<file path="src/rtl/gray_sched.sv">
// gray_sched: round-robin scheduler that lends one shared 3-bit gray
// counter to two requesters. A granted job clears the counter, steps it
// Steps times, then captures the final count and overflow flag.
module gray_sched (
   input  logic       Clk,
   input  logic       Reset,
   input  logic [1:0] Req,
   input  logic [3:0] Steps0,
   input  logic [3:0] Steps1,
   input  logic [2:0] CntOut,
   input  logic       CntOvf,
   output logic       CntEn,
   output logic       CntReset,
   output logic [1:0] Grant,
   output logic       Busy,
   output logic [1:0] Done,
   output logic [2:0] Result,
   output logic       OvfSeen
);

   typedef enum logic [1:0] {
      IDLE = 2'd0,
      CLR  = 2'd1,
      RUN  = 2'd2,
      FIN  = 2'd3
   } state_t;

   state_t     state;
   state_t     state_nxt;

   logic       owner;      // current job owner, 0 or 1
   logic       last;       // owner of the most recently completed job
   logic [3:0] remaining;  // enabled counter edges still owed to the job
   logic [1:0] done_q;
   logic [2:0] result_q;
   logic       ovf_q;

   logic       pick;       // arbitration winner for this IDLE cycle
   logic       start;      // IDLE cycle that accepts a request
   logic       cnt_en;
   logic       cnt_clr;

   // Round-robin pick: a lone request wins outright; on a tie the
   // requester that did not finish last goes first.
   always_comb begin
      pick = 1'b0;
      case (Req)
         2'b01:   pick = 1'b0;
         2'b10:   pick = 1'b1;
         2'b11:   pick = ~last;
         default: pick = 1'b0;
      endcase
   end

   assign start = (state == IDLE) && (Req != 2'b00);

   // State register.
   always_ff @(posedge Clk) begin
      if (Reset) state <= IDLE;
      else       state <= state_nxt;
   end

   // Next-state and counter controls.
   always_comb begin
      state_nxt = state;
      cnt_en    = 1'b0;
      cnt_clr   = 1'b0;
      case (state)
         IDLE: begin
            if (Req != 2'b00) state_nxt = CLR;
         end
         CLR: begin
            cnt_clr   = 1'b1;
            state_nxt = (remaining != 4'd0) ? RUN : FIN;
         end
         RUN: begin
            cnt_en = 1'b1;
            // remaining==0 cannot occur here; treat it as finished anyway.
            if (remaining <= 4'd1) state_nxt = FIN;
         end
         FIN: begin
            state_nxt = IDLE;
         end
         default: state_nxt = IDLE;
      endcase
   end

   // Job bookkeeping: latch owner/steps at grant, count down in RUN,
   // publish the result and a one-cycle Done pulse on the way out of FIN.
   always_ff @(posedge Clk) begin
      if (Reset) begin
         owner     <= 1'b0;
         last      <= 1'b1;
         remaining <= 4'd0;
         done_q    <= 2'b00;
         result_q  <= 3'b000;
         ovf_q     <= 1'b0;
      end else begin
         done_q <= 2'b00;
         if (start) begin
            owner     <= pick;
            remaining <= pick ? Steps1 : Steps0;
         end
         if (state == RUN && remaining != 4'd0)
            remaining <= remaining - 4'd1;
         if (state == FIN) begin
            result_q <= CntOut;
            ovf_q    <= CntOvf;
            last     <= owner;
            done_q   <= owner ? 2'b10 : 2'b01;
         end
      end
   end

   assign Busy     = (state != IDLE);
   assign Grant    = Busy ? (owner ? 2'b10 : 2'b01) : 2'b00;
   assign CntEn    = cnt_en;
   // The counter is held clear for as long as the scheduler is in reset.
   assign CntReset = cnt_clr | Reset;
   assign Done     = done_q;
   assign Result   = result_q;
   assign OvfSeen  = ovf_q;

endmodule

</file>
<file path="config.mk">
export PLATFORM = sky130hd
export DESIGN_NAME = gray_sched
export DESIGN_NICKNAME = d
export VERILOG_FILES = /design/src/rtl/gray_sched.sv
export SDC_FILE = /design/constraint.sdc
export NUM_CORES = 1
export LEC_CHECK = 0
export CAP_MARGIN = 20
export CORE_UTILIZATION = 47
export CTS_BUF_LIST = sky130_fd_sc_hd__clkbuf_16
export DETAILED_ROUTE_END_ITERATION = 7
export PLACE_DENSITY = 0.83
export REMOVE_ABC_BUFFERS = 1
export SLEW_MARGIN = 20
export SYNTH_ARGS = -nofsm -noshare
export SYNTH_HDL_FRONTEND = slang
export SYNTH_SLANG_ARGS = --single-unit
</file>
<file path="constraint.sdc">
create_clock -name Clk -period 3.05 [get_ports Clk]
set_clock_uncertainty 0.2 [all_clocks]
set_input_delay 0.4575 -clock Clk [delete_from_list [all_inputs] [get_ports Clk]]
set_output_delay 0.4575 -clock Clk [all_outputs]
set_load 0.02 [all_outputs]
</file>
==> results.py <==
metrics = {
    "outcome": {
        "status": "completed",
    },
    "power_and_ir_drop": {
        "internal-power_w": 0.000633,
        "swShare": 0.376,
        "seq_power_share": 0.280,
        "comb_power_share": 0.476,
        "peakVddDrop_mv": 0.598,
        "pwr-share-clk": 0.244,
        "p_leak_nw": 0.463,
        "switching_power_w": 0.000381,
        "power_density_nw_per_um2": 886,
    },
    "yosys": {
        "ys_seq_elements": 14,
        "syn_inst": 88,
        "netlist.area_leader.share": 0.357,
        "avgSynthCellArea_sq_um": 8.93,
        "synth_ff_type": "dfxtp_1",
        "synth_edf_count": 0,
        "yosys-top-cells-area": "dfxtp_1, ha_1, mux2i_1",
        "synth.distinct_cells": 35,
        "yosys_warnings": 0,
        "yosysTopAreaCell": "dfxtp_1",
        "async_flop_share": 0,
        "netlist_area_sq_um": 786,
        "yosysSeqAreaShare": 0.357,
    },
    "drt": {
        "routedWlPerCell_microns": 12.9,
        "vias": 727,
        "drc": 0,
        "drt_wl_total_mm": 1.72,
        "via_per_inst": 5.47,
        "dr.pass1.iters": 4,
        "antenna_left": 0,
        "drtIter0Drc": 17,
    },
    "clocking": {
        "cts_setup_buffers": 0,
        "clockBufferDepth": 2,
        "cts_resized": 0,
        "holdBufCountCts": 0,
        "clk_pin_slew_ns": 0.05,
        "htreeDepth": 1,
        "clock-sinks": 14,
        "clk-insertion-delay-late_ns": 0.24,
        "numCtsBuffers": 3,
        "cts-root-buf": "clkbuf_16",
        "cts_tree": "built",
    },
    "min_path": {
        "min_path_type": "reg2reg",
        "hp-start": "Result[2]",
    },
    "sta": {
        "finalCriticalPeriod_ns": 2.47,
        "slew_headroom": 0.728,
        "hold_viol_final": 0,
        "setup_violations": 0,
        "fmax_mhz": 405,
        "final_max_slew_viol_count": 0,
        "rsz0062_at_grt": "false",
        "tightestPinTransition_ns": 0.403,
        "finalCritPeriodShare": 0.811,
        "setup_tns_ns": 0,
    },
    "setup_path": {
        "slowest_stage": "clkdlybuf4s50_1",
        "critPathRequiredTime_ns": 2.39,
        "crit_type": "reg2out",
        "crit_chain": "inv_1, ha_1, inv_1, clkdlybuf4s50_1",
        "arrival_ns": 1.81,
        "cp-start-kind": "flip-flop",
        "max_stage_delay_ns": 0.62,
        "endpoint_kind": "output port",
        "reg2reg_from": "state[0]",
        "crit_path_frequent_cell": "inv_1",
        "critical_path.max_fanout": 7,
        "worstSetupStartpoint": "state[0]",
        "cp_top_family": "buffers and inverters",
        "cp_num_buf_inv": 3,
    },
    "layout": {
        "stdcell_count": 133,
        "drive_gt1_frac": 0.0684,
        "area_delta_synth_final_pct": 45.7,
        "num_antenna_cells": 0,
        "final_nets": 140,
    },
    "global_route": {
        "grt_pass1_wl_mm": 2.86,
        "overflow": 0,
        "grt_max_degree": 15,
        "antenna_found_initial": 0,
        "grt_usage": 0.211,
        "grt_pass1_vias": 668,
    },
    "die": {
        "core.rowCount": 14,
        "ios": 27,
        "die-area_sq_um": 1840,
        "fp.dieW_microns": 42.9,
        "fp.coreArea_sq_um": 1540,
        "fp.dieH_microns": 42.9,
        "initial_core_util": 0.510,
    },
    "placed_design": {
        "place_hpwl_mm": 1.30,
        "routabilityCongestion": 0.795,
        "portBuffers": 26,
        "dp_cells": 129,
    },
    "job": {
        "drv_cap": 0,
    },
}
registers in the layout, summed over array words and instances (netlist names):
name       flops
Done           2
remaining      4
last           1
state          2
Result         3
owner          1
OvfSeen        1
final timing paths:
kind                   to  slack [ns]  cells past startpoint
max                  Busy        0.58                      4
min             Result[2]        0.30                      2
max reg2reg  remaining[3]        1.20                      6
min reg2reg     Result[2]        0.30                      2
worst reg2reg max path, cell delays in order, from the launching register on:
cell and delay (ns):
dfxtp_1 0.35, inv_1 0.10, ha_1 0.27, inv_1 0.10, a21oi_2 0.30, nor2_1 0.09, o311a_1 0.33
layout make-up:
type	count	area [sq um]
multi-input combinational	63	464
sequential	14	280
inverter	9	33.8
clock inverter	1	3.75
clock buffer	3	75.1
fill	115	397
timing repair buffer	27	268
tap	16	20.0
synth_stat cells (all sizes together), types with 2 or more instances:
library cell / count
nor2: 11
a31oi: 2
nand2: 2
o21ai: 3
mux2i: 7
clkbuf: 2
ha: 6
or3: 2
a21oi: 5
nor3: 2
inv: 9
o21a: 2
dfxtp: 14
layout by cell type, fill, tap and decap left out, drive strengths merged, types with 2 or more instances in the layout:
cell type	Yosys	layout
nand2	2	2
clkdlybuf4s50	0	26
mux2i	7	7
a21oi	5	5
dfxtp	14	14
inv	9	9
or3	2	2
o21a	2	2
clkbuf	2	3
o21ai	3	3
ha	6	6
nor2	11	11
nor3	2	2
a31oi	2	2
power groups by stage:
| stage | clock, W | combinational [W] | sequential, W |
|---|---|---|---|
| final | 0.000247 | 0.000483 | 0.000284 |
| after global placement | 0 | 0.000469 | 0.000280 |
| after detailed placement | 0 | 0.000483 | 0.000284 |
| after floorplan | 0 | 0.000326 | 0.000281 |
| after global routing | 0.000260 | 0.000540 | 0.000292 |
| after CTS | 0.000249 | 0.000488 | 0.000283 |
logic make-up (layout without fill, tap and decap cells):
logic type | Yosys count | count (layout) | synth area share
buffers and inverters | 11 | 40 | 0.0525
muxes | 8 | 8 | 0.104
DFF | 14 | 14 | 0.357
xor gates and xnor gates | 1 | 1 | 0.0111
and+or+nand+nor | 26 | 26 | 0.169
AOI/OAI and AO/OA | 22 | 22 | 0.212
adders and majority gates | 6 | 6 | 0.0955
layer usage:
metal,vias up,GRT usage,share of wire
met2,23,0.324,0.48
met3,2,0.0511,0.052
met1,335,0.276,0.46
met4,0,0.0938,0.0046
li1,367,-,-
met5,-,0,0
metrics by stage:
step | worst slack (ns) | hold WS [ns] | cell area (sq um) | util | power (W)
after floorplan | 1.26 | 0.266 | 778 | - | 0.000607
after global placement | 0.695 | 0.276 | 1070 | 0.692 | 0.000749
after detailed placement | 0.699 | 0.283 | 1070 | 0.692 | 0.000767
after CTS | 0.575 | 0.300 | 1140 | 0.743 | 0.00102
after global routing | 0.492 | 0.310 | 1140 | 0.743 | 0.00109
final | 0.578 | 0.298 | 1140 | 0.743 | 0.00101
Note: power is estimated with default switching activity, not from simulation.
